$ cat src/rtl/sprint1_input_seq.sv
// sprint1_input_seq: conditions PS/2 key levels into Sprint 1 player-input pins.
// Steering quadrature, 4-position gear shifter, stretched coin pulse, start.
// Ports: clk, reset (async, active-high); left/right/gear_up/gear_down/coin/start
//   key levels (active-high, async); steer_a/steer_b quadrature; gear1_n..gear3_n
//   shifter lines (active-low); coin_n, start_n (active-low); gear_state = gear-1.
// Option: define STEER_ACCEL_EN to halve the step interval after 8 steps.
module sprint1_input_seq #(
   parameter int DEBOUNCE   = 48384,
   parameter int STEP_DIV   = 48384,
   parameter int COIN_PULSE = 2419200
) (
   input  logic       clk,
   input  logic       reset,
   input  logic       left,
   input  logic       right,
   input  logic       gear_up,
   input  logic       gear_down,
   input  logic       coin,
   input  logic       start,
   output logic       steer_a,
   output logic       steer_b,
   output logic       gear1_n,
   output logic       gear2_n,
   output logic       gear3_n,
   output logic       coin_n,
   output logic       start_n,
   output logic [1:0] gear_state
);

   localparam int DW = (DEBOUNCE   > 1) ? $clog2(DEBOUNCE)   : 1;
   localparam int SW = (STEP_DIV   > 1) ? $clog2(STEP_DIV)   : 1;
   localparam int CW = (COIN_PULSE > 1) ? $clog2(COIN_PULSE) : 1;
   localparam logic [DW-1:0] DB_LAST   = DW'(DEBOUNCE - 1);
   localparam logic [SW-1:0] STEP_LAST = SW'(STEP_DIV - 1);
   localparam logic [CW-1:0] COIN_LAST = CW'(COIN_PULSE - 1);

   typedef enum logic [1:0] {D_NONE, D_RIGHT, D_LEFT} dir_t;
   typedef enum logic [1:0] {G1, G2, G3, G4} gear_t;

   // bit order: 0 left, 1 right, 2 gear_up, 3 gear_down, 4 coin, 5 start
   logic [5:0]    w_raw;
   logic [5:0]    r_sync1;
   logic [5:0]    r_sync2;
   logic [5:0]    r_db;
   logic [DW-1:0] r_db_cnt [6];

   assign w_raw = {start, coin, gear_down, gear_up, right, left};

   // Debounced bit flips once the synchronized value has disagreed
   // with it for DEBOUNCE consecutive cycles.
   always_ff @(posedge clk or posedge reset) begin
      if (reset) begin
         r_sync1 <= '0;
         r_sync2 <= '0;
         r_db    <= '0;
         for (int i = 0; i < 6; i++) r_db_cnt[i] <= '0;
      end else begin
         r_sync1 <= w_raw;
         r_sync2 <= r_sync1;
         for (int i = 0; i < 6; i++) begin
            if (r_sync2[i] == r_db[i]) begin
               r_db_cnt[i] <= '0;
            end else if (r_db_cnt[i] == DB_LAST) begin
               r_db[i]     <= r_sync2[i];
               r_db_cnt[i] <= '0;
            end else begin
               r_db_cnt[i] <= r_db_cnt[i] + DW'(1);
            end
         end
      end
   end

   // ---------------- steering ----------------
   dir_t          w_dir;
   dir_t          r_dir;
   logic [SW-1:0] r_int;
   logic [SW-1:0] w_int_last;
   logic [1:0]    r_phase;
   logic [1:0]    w_phase_nxt;
   logic          w_step_new;
   logic          w_step_rep;
   logic          w_step;
   logic          r_steer_a;
   logic          r_steer_b;

   always_comb begin
      w_dir = D_NONE;
      if (r_db[1] && !r_db[0])      w_dir = D_RIGHT;
      else if (r_db[0] && !r_db[1]) w_dir = D_LEFT;
   end

   // Any change into a direction (incl. reversal) steps at once.
   assign w_step_new = (w_dir != D_NONE) && (w_dir != r_dir);
   assign w_step_rep = (w_dir != D_NONE) && (w_dir == r_dir) &&
                       (r_int == w_int_last);
   assign w_step     = w_step_new | w_step_rep;

   always_comb begin
      w_phase_nxt = r_phase;
      if (w_step) begin
         if (w_dir == D_RIGHT) w_phase_nxt = r_phase + 2'd1;
         else                  w_phase_nxt = r_phase - 2'd1;
      end
   end

`ifdef STEER_ACCEL_EN
   localparam int HALF = (STEP_DIV / 2 > 1) ? STEP_DIV / 2 : 1;
   localparam logic [SW-1:0] HALF_LAST = SW'(HALF - 1);
   logic [3:0] r_nstep;

   assign w_int_last = (r_nstep == 4'd8) ? HALF_LAST : STEP_LAST;

   always_ff @(posedge clk or posedge reset) begin
      if (reset)                           r_nstep <= '0;
      else if (w_dir == D_NONE)            r_nstep <= '0;
      else if (w_step_new)                 r_nstep <= 4'd1;
      else if (w_step_rep && r_nstep != 8) r_nstep <= r_nstep + 4'd1;
   end
`else
   assign w_int_last = STEP_LAST;
`endif

   always_ff @(posedge clk or posedge reset) begin
      if (reset) begin
         r_dir     <= D_NONE;
         r_int     <= '0;
         r_phase   <= '0;
         r_steer_a <= 1'b0;
         r_steer_b <= 1'b0;
      end else begin
         r_dir   <= w_dir;
         r_phase <= w_phase_nxt;
         if (w_dir == D_NONE || w_step) r_int <= '0;
         else                           r_int <= r_int + SW'(1);
         // Gray map: 0=00 1=01 2=11 3=10 as {b,a}
         r_steer_a <= w_phase_nxt[1] ^ w_phase_nxt[0];
         r_steer_b <= w_phase_nxt[1];
      end
   end

   // ---------------- gear, coin, start ----------------
   logic          r_up_q;
   logic          r_dn_q;
   logic          r_coin_q;
   logic          w_up_rise;
   logic          w_dn_rise;
   logic          w_coin_rise;
   gear_t         r_gear;
   gear_t         w_gear_nxt;
   logic [2:0]    r_gear_n;
   logic          r_coin_n;
   logic [CW-1:0] r_coin_cnt;
   logic          r_start_n;

   assign w_up_rise   = r_db[2] & ~r_up_q;
   assign w_dn_rise   = r_db[3] & ~r_dn_q;
   assign w_coin_rise = r_db[4] & ~r_coin_q;

   always_comb begin
      w_gear_nxt = r_gear;
      if (w_up_rise && !w_dn_rise) begin
         case (r_gear)
            G1:      w_gear_nxt = G2;
            G2:      w_gear_nxt = G3;
            default: w_gear_nxt = G4;
         endcase
      end else if (w_dn_rise && !w_up_rise) begin
         case (r_gear)
            G4:      w_gear_nxt = G3;
            G3:      w_gear_nxt = G2;
            default: w_gear_nxt = G1;
         endcase
      end
   end

   always_ff @(posedge clk or posedge reset) begin
      if (reset) begin
         r_up_q     <= 1'b0;
         r_dn_q     <= 1'b0;
         r_coin_q   <= 1'b0;
         r_gear     <= G1;
         r_gear_n   <= 3'b011;
         r_coin_n   <= 1'b1;
         r_coin_cnt <= '0;
         r_start_n  <= 1'b1;
      end else begin
         r_up_q    <= r_db[2];
         r_dn_q    <= r_db[3];
         r_coin_q  <= r_db[4];
         r_start_n <= ~r_db[5];
         r_gear    <= w_gear_nxt;
         // {gear1_n, gear2_n, gear3_n}; G4 leaves all lines open
         case (w_gear_nxt)
            G1:      r_gear_n <= 3'b011;
            G2:      r_gear_n <= 3'b101;
            G3:      r_gear_n <= 3'b110;
            default: r_gear_n <= 3'b111;
         endcase
         // Edges during an active pulse are dropped, not queued.
         if (!r_coin_n) begin
            if (r_coin_cnt == '0) r_coin_n   <= 1'b1;
            else                  r_coin_cnt <= r_coin_cnt - CW'(1);
         end else if (w_coin_rise) begin
            r_coin_n   <= 1'b0;
            r_coin_cnt <= COIN_LAST;
         end
      end
   end

   assign steer_a    = r_steer_a;
   assign steer_b    = r_steer_b;
   assign gear1_n    = r_gear_n[2];
   assign gear2_n    = r_gear_n[1];
   assign gear3_n    = r_gear_n[0];
   assign coin_n     = r_coin_n;
   assign start_n    = r_start_n;
   assign gear_state = r_gear;

endmodule
$ cat config.mk
export PLATFORM = sky130hd
export DESIGN_NAME = sprint1_input_seq
export DESIGN_NICKNAME = d
export VERILOG_FILES = /design/src/rtl/sprint1_input_seq.sv
export SDC_FILE = /design/constraint.sdc
export NUM_CORES = 1
export LEC_CHECK = 0
export BUFFER_PORTS_ARGS = -buffer_cell sky130_fd_sc_hd__buf_2
export CAP_MARGIN = 15
export CORE_MARGIN = 1
export CORE_UTILIZATION = 45
export CTS_CLUSTER_SIZE = 28
export DETAILED_ROUTE_END_ITERATION = 8
export GPL_TIMING_DRIVEN = 0
export PLACE_DENSITY = 0.57
export SETUP_SLACK_MARGIN = 0.02
export SYNTH_ARGS = -nofsm -noshare
export SYNTH_HDL_FRONTEND = slang
export SYNTH_SLANG_ARGS = --single-unit
$ cat constraint.sdc
create_clock -name clk -period 7.2 [get_ports clk]
set_clock_uncertainty 0.2 [all_clocks]
set_input_delay 1.44 -clock clk [delete_from_list [all_inputs] [get_ports clk]]
set_output_delay 1.44 -clock clk [all_outputs]
set_load 0.02 [all_outputs]
Word-level counts from Yosys, hierarchy flattened
Index checks and enable logic that the tools add are counted.
Widths: inputs -> output; s select.
{ "word_totals": {"ff_bits": 168, "latchBits": 0, "ram_bits": 0, "mem_bits_ro": 0, "out_inout_bits": 9, "word_cells": 127, "n_memories": 0} }
{ "op_classes": {"add_sub_neg": 10, "multipliers": 0, "div_mod_pow": 0, "order_cmp": 0, "n_eq_ne": 23, "n_shift": 0, "n_mux": 28, "bitwise": 15, "n_reduce_logical": 24} }
{ "op_table": {"columns": ["cell", "count"], "rows": [
  ["$mux 16", 13],
  ["$add 16x1->16 const B", 7],
  ["$eq 16x16->1 const B", 7],
  ["$mux 22", 3],
  ["$logic_not 22->1", 1],
  ["$sub 22x1->22 const B", 1],
  ["$reduce_and 2->1", 7],
  ["$mux 2", 6],
  ["$not 1->1", 10],
  ["$pmux 3 s3", 1],
  ["$pmux 2 s2", 2],
  ["$logic_and 1x1->1", 7],
  ["$eq 1x1->1", 6],
  ["$eq 2x1->1 const B", 3],
  ["$eq 2x2->1 const B", 3],
  ["$logic_not 2->1", 3],
  ["$logic_not 1->1", 4],
  ["$ne 2x2->1 const B", 2],
  ["$and 1x1->1", 3],
  ["$mux 1", 3],
  ["$add 2x1->2 const B", 1],
  ["$eq 2x2->1", 1],
  ["$ne 2x2->1", 1],
  ["$reduce_bool 2->1", 1],
  ["4 further kinds", 4]
]} }

Depth between registers and ports, before layout
Gate-level depths: netlist of run 1.
{ "depth": {"ltp_word": 10, "depth_mapped": 8, "ltp_nobuf": 7} }

Worst setup path after synthesis of run 1
Ideal clock, no wire load.
{ "synth_path": {"path_type": "reg2out", "start": "reg r_coin_n, in the netlist coin_n", "end": "out coin_n", "arrival_ps": 584, "path_slack_ps": 4976, "stages_incl_launch_ff": 1, "n_path_buf": 0, "path_cell_list": "dfstp_2"} }
{ "synth_rtl": {"columns": ["element", "line", "source"], "rows": [
  ["start, declared", "151", "logic r_coin_n;"],
  ["start signal, assigned", "183", "r_coin_n <= 1'b1;"],
  ["start signal, assigned", "201", "if (r_coin_cnt == '0) r_coin_n <= 1'b1;"],
  ["start signal, assigned", "204", "r_coin_n <= 1'b0;"],
  ["end, declared", "25", "output logic coin_n,"]
]} }
No word-level cell between the ends.

Final worst setup path of run 1
{ "layout_path": {"start": "reg r_coin_n, in the netlist coin_n", "end": "out coin_n"} }
No word-level cell between the ends.

==> results.md, run 1 <==
* Outcome: finished clean
* CTS Sinks at 167
* Cell Area, Synth at 7550 um^2
* Logic pwr share at around 2.6%
* #FFs+latches synth at 167
* Initial antenna violation count at 0
* Setup bufs post-CTS at 0
* PwrDens at 223 nW/um^2
* # IOs at 17
* Diode count at 0
* Top cells by area, synth: dfrtp_1 54%, xor2_1 7.4%, nor2_1 7.1%
* Place WS at 4.56 ns
* Setup WS post-layout at approximately 4.4 ns
* Type of the worst setup path: reg2out
* Die width at 132 um
* Ys flop type: dfrtp_1
* Max cap viols at 0
* Vias in the first global route at 5318
* Sw frac at 20.9%
* Reg power frac at 50.6%
* Setup_tns at 0 ns
* DR WL/cell at between 10 and 15 um
* Area Growth Syn to Fin at 12.8%
* Longest Clk Path Bufs at 2
* Cell taking the most area after synthesis: dfrtp_1
* Crit path cell chain: buf_2
* Hold-fix buffers, CTS at 0
* Num CTS Buffers at 17
* Internal power at 1500 uW
* Mean post-synth cell area at 10.3 um^2
* Reg clk slew, reported paths at roughly 0.060 ns
* Total GRT Usage at 16.9%
* # rows at 47
* Worst Setup End Kind: output pin
* CP Data Arrival Time at 1.18 ns
* P_sw at around 400 uW
* Commonest cells post-synth: 163 x dfrtp_1, 142 x nor2_1, 64 x xor2_1, 58 x nand3_1
* Max-slew violation count at 0
* Period utilization at 39.2%
* RSZ-0062 raised after global routing: no
* DR iter-0 viols at approximately 240
* Endpoints failing setup at 0
* Worst hold-check path type: reg2reg
* Final hold violations at 0
* LEAKAGE at approximately 0.0038 uW
* Worst Setup Start Kind: flip-flop
* DR vias/cell at approximately 5
* Slowest cell on the critical path: dfstp_2
* Pin count of the biggest net entering global routing at 90
* Slew @ Worst Pin at 0.628 ns
* CP Data Required Time at 5.56 ns
* Synth Instances at 736
* Worst-Skew Late Latency at about 0.42 ns
* Register area share after synthesis at around 55%
* Max_slew headroom at between 50% and 60%
* Worst vdd ir at about 160 uV
* PortBufs at 16
* DR vias at 5106
* GPL Wtd Cong at between 0.7 and 0.8
* Worst hold slack at 0.149 ns
* Clock power frac at 46.8%
* Synth async-reset ratio at 100%
* Fraction of layout cells with a size suffix above 1 at 9.81%
* GRT overflow at 0
* Final min period at 2.82 ns
* Resized Gates After CTS at 0
* Cell variety after synth at roughly 50
* WP buf/inv at 1
* Clock Tree Root: clkbuf_16
* Initial DRT Pass Iterations at 5
* Die area at 17300 um^2
* Top-count cell post-synth: dfrtp_1
* Total number of yosys warnings at 0
* Nets at ~800
* Die height at 132 um
* HPWL after DPL at around 8800 um
* H-tree depth at 4
* First-pass GRT wire length at 23800 um
* Area share of the largest cell type after synthesis at between 50% and 60%
* Crit path max fanout at 5
* DRT Wirelength at ~13000 um
* Core area at approximately 16000 um^2
* Mapped Nets at 754
* CP delay by family, top: flip-flops
* Max Fclk at 354 MHz
* CTS tree: built
* Starting Density at 45.9%
* Number of flops mapped to enable cells by yosys at 0
* Crit-path max cell delay at 0.58 ns
* DR DRC count at 0
* Routed Antenna Nets at 0
==> worst paths after layout <==
check | start | slack [ns] | depth (start not counted) | to
worst max-delay path | coin_n | 4.38 | 1 | coin_n
worst min-delay path | r_sync1[0] | 0.15 | 0 | r_sync2[0]
worst max register to register | r_db_cnt[64] | 4.71 | 8 | r_db_cnt[71]
worst min register to register | r_sync1[0] | 0.15 | 0 | r_sync2[0]
max in group asynchronous | reset | 5.07 | 3 | r_gear_n[1]
min in group asynchronous | reset | 0.88 | 2 | r_db_cnt[7]
==> per-stage QoR <==
stage               std cells  total power [uW]  util [%]  area [um^2]
CTS                      1005              1930      51.8         8520
floorplan                 736              1010         -         7550
global placement          972              1030      48.0         7910
detailed placement        973              1030      48.3         7950
finish                   1005              1900      51.8         8520
global route             1005              1980      51.8         8520
==> routing by layer <==
layer / up-vias / share of wire, % / routed length, um / track usage [%]
li1: 2547 / - / - / -
met1: 2485 / 48 / 6290 / 20.7
met2: 59 / 48 / 6340 / 28.7
met3: 15 / 2.9 / 380 / 4.44
met4: 0 / 1.1 / 145 / 5.81
met5: - / 0 / 0 / 0
==> layout by cell type (no fill, tap or decap), drive strengths merged, types with 9 or more instances in the layout <==
cell type  count
and3          15
and4           9
buf           22
clkbuf        35
dfrtp        163
ha            10
inv           20
nand2         49
nand3         58
nand4         18
nor2         143
nor3          25
o21ai         12
or2           11
xnor2         49
xor2          64
==> cell families (layout without fill, tap and decap cells) <==
| group | Yosys count | after routing | share of synthesized area (%) |
|---|---|---|---|
| flops | 167 | 167 | 55.4 |
| buf+inv | 36 | 85 | 1.90 |
| mux | 7 | 7 | 0.977 |
| fa+ha+maj | 10 | 10 | 1.66 |
| simple gates | 367 | 367 | 24.0 |
| xor+xnor | 113 | 113 | 13.1 |
| compound gates | 36 | 36 | 3.01 |
==> power groups by stage <==
stage	sequential, uW	clock [uW]	combinational [uW]
after global placement	977	0	48.1
after floorplan	975	0	37.1
final	960	888	50.2
after global routing	961	955	60.3
after CTS	960	914	52.5
after detailed placement	977	0	52.2
==> flip-flops by register name, summed over array words and instances (netlist names), 2 cells and up <==
register    count
r_gear_n        3
r_db            6
r_phase         2
r_int          16
r_sync1         6
gear_state      2
r_db_cnt       96
r_coin_cnt     22
r_sync2         6
r_dir           2
==> final cells by class <==
| type | count | area [um^2] |
|---|---|---|
| Timing Repair Buffer | 17 | 108 |
| Multi-Input combinational cell | 533 | 3230 |
| Buffer | 16 | 68.8 |
| Sequential cell | 167 | 4180 |
| Tap cell | 220 | 275 |
| Inverter | 20 | 82.6 |
| Fill cell | 1505 | 7940 |
| Clock inverter | 8 | 97.6 |
| Clock buffer | 24 | 482 |
No activity file was read; power rests on OpenSTA's default activity.
==> run 2, diff against run 1 <==
--- a/config.mk
+++ b/config.mk
@@ -5,6 +5,7 @@
 export SDC_FILE = /design/constraint.sdc
 export NUM_CORES = 1
 export LEC_CHECK = 0
+export ABC_AREA = 1
 export BUFFER_PORTS_ARGS = -buffer_cell sky130_fd_sc_hd__buf_2
 export CAP_MARGIN = 15
 export CORE_MARGIN = 1
@@ -12,7 +13,7 @@
 export CTS_CLUSTER_SIZE = 28
 export DETAILED_ROUTE_END_ITERATION = 8
 export GPL_TIMING_DRIVEN = 0
-export PLACE_DENSITY = 0.57
+export PLACE_DENSITY = 0.56
 export SETUP_SLACK_MARGIN = 0.02
 export SYNTH_ARGS = -nofsm -noshare
 export SYNTH_HDL_FRONTEND = slang
==> constraint.sdc (replaced) <==
create_clock -name clk -period 2.7 [get_ports clk]
set_clock_uncertainty 0.2 [all_clocks]
set_input_delay 0.54 -clock clk [delete_from_list [all_inputs] [get_ports clk]]
set_output_delay 0.54 -clock clk [all_outputs]
set_load 0.02 [all_outputs]
==> results.md, run 2 <==
* Outcome: finished clean
* Num CTS Buffers at 17
* Synth Instances at 1016
* Worst Setup End Kind: flip-flop
* Number of flops mapped to enable cells by yosys at 0
* Area Growth Syn to Fin at 12.2%
* Commonest cells after routing, fill and taps aside: 181 x nor2_1, 179 x nand2_1, 163 x dfrtp_1
* Final min period at 2.15 ns
* Mean post-synth cell area at 8.32 um^2
* Cell Area, Synth at 8450 um^2
* DR vias at 6323
* Reg power frac at approximately 52%
* Top-count cell post-synth: nor2_1
* Fin util at between 50% and 60%
* CTS tree: built
* Ys flop type: dfrtp_1
* CP Data Arrival Time at 2.24 ns
* Commonest non-fill, non-tap cell in the layout: nor2_1
* Endpoints failing setup at 0
* Starting Density at around 46%
* Max-slew violation count at 0
* Place WS at 0.559 ns
* Type of the worst setup path: reg2reg
* Area share of the largest cell type after synthesis at 48.3%
* Sw frac at between 20% and 30%
* Mapped Nets at about 1.0k
* Vias in the first global route at between 6k and 7k
* Total GRT Usage at 18.1%
* DR DRC count at 0
* H-tree depth at 4
* Pin count of the biggest net entering global routing at 42
* LEAKAGE at 0.00441 uW
* Period utilization at 79.5%
* Routed Antenna Nets at 0
* # rows at 49
* Max_slew headroom at 59.3%
* FILL cells at 1714
* PwrDens at 523 nW/um^2
* CP delay by family, top: buffers and inverters
* Slowest cell on the critical path: dfrtp_1
* Core area at 18200 um^2
* Worst hold slack at 0.0268 ns
* Crit-path max cell delay at 0.36 ns
* GPL Wtd Cong at ~0.85
* Clock Tree Root: clkbuf_16
* Die width at 139 um
* Slew @ Worst Pin at 0.609 ns
* #FFs+latches synth at 167
* Logic pwr share at 3.1%
* Worst Setup Start Kind: flip-flop
* Crit path cell chain: clkinv_1, ha_1, buf_2, nand2_2, nor2_4, nand3_1, nand2_2, buf_2, o21ai_0, nand3_1
* Diode count at 0
* Setup bufs post-CTS at 0
* Cell taking the most area after synthesis: dfrtp_1
* Post-Place Cells at 1265
* Initial DRT Pass Iterations at 6
* PortBufs at 16
* Synth async-reset ratio at 100%
* Final hold violations at 0
* Clock power frac at 45.3%
* Finished Layout Cells at 1298
* DR WL/cell at 12.1 um
* Cell variety after synth at 40
* Worst-Skew Late Latency at 0.43 ns
* Crit path max fanout at 10
* Max cap viols at 0
* CTS Sinks at between 150 and 200
* Worst vdd ir at 542 uV
* CP Data Required Time at roughly 2.8 ns
* Commonest cells post-synth: 181 x nor2_1, 179 x nand2_1, 163 x dfrtp_1, 125 x inv_1, 75 x nand3_1
* Register area share after synthesis at 49.5%
* Nets at 1078
* Internal power at around 3900 uW
* Die height at 139 um
* Top cells by area, synth: dfrtp_1 48%, nor2_1 8.0%, nand2_1 7.9%
* RSZ-0062 raised after global routing: no
* Total number of yosys warnings at 0
* WP buf/inv at 3
* GRT overflow at 0
* Initial antenna violation count at 0
* Biggest regs: r_db_cnt x96, r_coin_cnt x22, r_int x16
* Worst hold-check path type: in2reg
* Setup_tns at 0 ns
* Fraction of layout cells with a size suffix above 1 at 13.1%
* Reg clk slew, reported paths at about 0.060 ns
* Die area at 19300 um^2
* Max Fclk at between 400 and 500 MHz
* Biggest register: r_db_cnt
* First-pass GRT wire length at 28200 um
* P_sw at 1090 uW
* Resized Gates After CTS at 0
* DR iter-0 viols at 378
* Setup WS post-layout at between 0.5 and 0.6 ns
* Longest Clk Path Bufs at 2
* DR vias/cell at 4.87
* # IOs at 17
* DRT Wirelength at 15700 um
* HPWL after DPL at approximately 11000 um
* Max FFs per register at 96
-- run 2: cell types whose count changed after synthesis, sizes merged, moves of 10 or more --
cell,before,now
a21oi,8,23
and3,15,0
clkbuf,11,1
inv,20,136
nand2,49,191
nand3,58,90
nor2,143,205
nor3,25,53
nor3b,1,17
o21ai,12,28
or2,11,1
xnor2,49,16
xor2,64,24
-- run 2: final cells by class --
cell class / count / area, um^2 / share of cell area [%]
inverter: 137 / 518 / 5.46
sequential: 167 / 4180 / 44.1
timing repair buffer: 25 / 210 / 2.22
multi-input combinational: 704 / 3690 / 38.9
tap: 229 / 287 / 3.02
buffer: 8 / 62.6 / 0.659
clock buffer: 19 / 453 / 4.77
clock inverter: 9 / 81.3 / 0.857
-- run 2: per-layer routing --
layer	up-vias	share of wire, %	track usage, %
li1	3337	-	-
met1	2898	51	24.1
met2	72	45	29.2
met3	16	2.9	3.90
met4	0	1.4	6.14
met5	-	0	0
-- run 2: final timing paths --
path / from / end / slack (ns) / cells after the start
max: r_coin_cnt[0] / r_coin_cnt[13] / 0.55 / 10
min: start / r_sync1[5] / 0.03 / 1
max reg2reg: r_coin_cnt[0] / r_coin_cnt[13] / 0.55 / 10
min reg2reg: r_sync1[2] / r_sync2[2] / 0.15 / 0
max in group asynchronous: reset / r_db_cnt[17] / 0.78 / 6
min in group asynchronous: reset / r_coin_cnt[10] / 0.47 / 3
-- run 2: worst reg2reg max path: cells and delay by family (launching register included) --
kind,cells,cell delay [ns]
AO/OA/AOI/OAI,1,0.16
adder cells (fa/ha/maj),1,0.25
buffers and inverters,3,0.55
flip-flops,1,0.36
AND/OR/NAND/NOR,5,0.49
-- run 2: power by group through the flow --
| stage | Clock, uW | Combinational, uW | Sequential [uW] |
|---|---|---|---|
| 2_1_floorplan | 0 | 104 | 2600 |
| 3_3_place_gp | 0 | 140 | 2610 |
| 3_5_place_dp | 0 | 155 | 2600 |
| 4_1_cts | 2310 | 161 | 2560 |
| 5_1_grt | 2410 | 184 | 2560 |
| 6_report | 2250 | 153 | 2560 |
-- run 2: metrics by stage --
step	cell area, um^2	total power, uW
floorplan	8460	2700
global placement	8820	2750
detailed placement	8900	2760
CTS	9490	5030
global route	9490	5150
finish	9490	4960
-- run 2: timing repair --
item / 4_1_cts / 5_1_grt
endpoints found under the hold margin: 20 / 0
hold buffers: 5 / 0
endpoints found under the setup margin: 0 / 0
-- run 2: cell families after synthesis --
family / Yosys count / synth area share, %
and+or+nand+nor: 590 / 33.9
DFF: 167 / 49.5
buffers and inverters: 145 / 6.82
AOI/OAI and AO/OA: 63 / 4.01
xor gates and xnor gates: 40 / 4.15
adders and majority gates: 10 / 1.48
muxes: 1 / 0.133
==> run 3, diff against run 2 <==
--- a/config.mk
+++ b/config.mk
@@ -13,7 +13,7 @@
 export CTS_CLUSTER_SIZE = 28
 export DETAILED_ROUTE_END_ITERATION = 8
 export GPL_TIMING_DRIVEN = 0
-export PLACE_DENSITY = 0.56
+export PLACE_DENSITY = 0.59
 export SETUP_SLACK_MARGIN = 0.02
 export SYNTH_ARGS = -nofsm -noshare
 export SYNTH_HDL_FRONTEND = slang
==> constraint.sdc (replaced) <==
create_clock -name clk -period 1.9 [get_ports clk]
set_clock_uncertainty 0.2 [all_clocks]
set_input_delay 0.38 -clock clk [delete_from_list [all_inputs] [get_ports clk]]
set_output_delay 0.38 -clock clk [all_outputs]
set_load 0.02 [all_outputs]
==> results.md, run 3 (synthesized netlist as in run 2, its figures left out) <==
* Biggest register: r_db_cnt
* PortBufs at 16
* Failing checks: design-rule violations
* Crit path max fanout at 9
* Vias in the first global route at between 6k and 7k
* CP delay by family, top: flip-flops
* Commonest non-fill, non-tap cell in the layout: nand2_1
* Longest Clk Path Bufs at 2
* Initial antenna violation count at 0
* # rows at 49
* Die area at 19300 um^2
* CP Data Arrival Time at 1.25 ns
* Die height at 139 um
* Clock Tree Root: clkbuf_16
* FILL cells at approximately 1.6k
* Max Fclk at 546 MHz
* PwrDens at 742 nW/um^2
* H-tree depth at 4
* DRT Wirelength at 16200 um
* WP buf/inv at 1
* Commonest cells after routing, fill and taps aside: 175 x nand2_1, 172 x nor2_1, 162 x dfrtp_1
* Period utilization at a little under 100%
* Reg clk slew, reported paths at 0.07 ns
* DR vias at 6478
* Endpoints failing setup at 0
* Crit-path max cell delay at 0.63 ns
* DR vias/cell at 4.90
* RSZ-0062 raised after global routing: yes
* Diode count at 0
* Area after DPL at 8900 um^2
* Worst hold slack at approximately 0.15 ns
* CP Data Required Time at 1.32 ns
* Worst-Skew Late Latency at 0.42 ns
* Core area at 18200 um^2
* Biggest regs: r_db_cnt x96, r_coin_cnt x22, r_int x16
* Finished Cell Area at 9920 um^2
* Max_slew headroom at 43.7%
* GPL Wtd Cong at between 0.8 and 0.9
* Reg area at 4190 um^2
* Worst Setup End Kind: output pin
* First-pass GRT wire length at about 28000 um
* CTS tree: built
* Area Growth Syn to Fin at 17.4%
* DR DRC count at 1
* Max cap viols at 0
* HPWL after DPL at 11200 um
* Initial DRT Pass Iterations at 7
* Type of the worst setup path: reg2out
* LEAKAGE at 0.00456 uW
* Fraction of layout cells with a size suffix above 1 at between 10% and 20%
* Area of the multi-input gates at 3890 um^2
* Routed Antenna Nets at 0
* GRT overflow at 0
* DR iter-0 viols at between 200 and 300
* Slew @ Worst Pin at 0.842 ns
* DR WL/cell at around 12 um
* Worst Setup Start Kind: flip-flop
* Outcome: finished, violations left
* Max FFs per register at 96
* Worst vdd ir at about 580 uV
* Setup_tns at 0 ns
* Final min period at 1.83 ns
* CTS Sinks at 167
* Nets at 1098
* Total GRT Usage at between 10% and 20%
* Num CTS Buffers at 17
* Starting Density at 46.4%
* Worst hold-check path type: reg2reg
* Pin count of the biggest net entering global routing at 42
* Max-slew violation count at 0
* Slowest cell on the critical path: dfstp_2
* Die width at 139 um
* Crit path cell chain: buf_2
* # IOs at 17
* Final hold violations at 0
==> run 3: where the power goes <==
group | internal (uW) | total [uW] | switching [uW]
logic | 84.9 | 238 | 153
registers | 3600 | 3640 | 36.4
clock network | 2080 | 3490 | 1410
total | 5770 | 7360 | 1600
==> run 3: stage by stage <==
step	utilization, %	power (uW)	instances	setup WS [ns]
floorplan	-	3840	1016	-0.803
detailed placement	48.9	3920	1265	-0.190
finish	54.5	7360	1322	0.0693
CTS	52.9	7470	1307	0.0288
global route	54.5	7660	1322	-0.00217
global placement	48.5	3900	1261	-1.91
==> run 3: layer usage <==
layer | track usage (%) | part of all wire, % | up-vias | wire length (um)
li1 | - | - | 3388 | -
met1 | 24.7 | 50 | 3012 | 8050
met2 | 29.0 | 47 | 72 | 7570
met3 | 4.45 | 2.8 | 6 | 452
met4 | 4.91 | 0.75 | 0 | 121
met5 | 0 | 0 | - | 0
==> run 3: timing repair <==
| action | CTS | global route |
|---|---|---|
| endpoints found under the hold margin | 29 | 0 |
| setup buffers | 3 | 14 |
| pin swaps | 1 | 13 |
| hold buffers | 7 | 0 |
| cloned | 0 | 1 |
| endpoints found under the setup margin | 29 | 90 |
| gates resized for setup | 7 | 49 |
==> run 3: worst paths after layout <==
check,endpoint,from,depth (start not counted),slack [ns]
worst min register to register,r_sync2[4],r_sync1[4],0,0.15
min in group asynchronous,r_coin_cnt[6],reset,3,0.39
max in group asynchronous,r_db[0],reset,5,0.27
worst max-delay path,coin_n,coin_n,1,0.07
worst max register to register,steer_a,r_db[1],11,0.09
worst min-delay path,r_sync2[4],r_sync1[4],0,0.15
==> run 3: cell type report <==
class | count | share of cell area, %
clock inverters | 10 | 1.20
clock buffers | 22 | 4.88
multi-input cells | 705 | 39.2
repair buffers | 44 | 3.61
plain buffers | 8 | 0.756
well taps | 229 | 2.89
flip-flops and latches | 167 | 42.2
inverters | 137 | 5.28
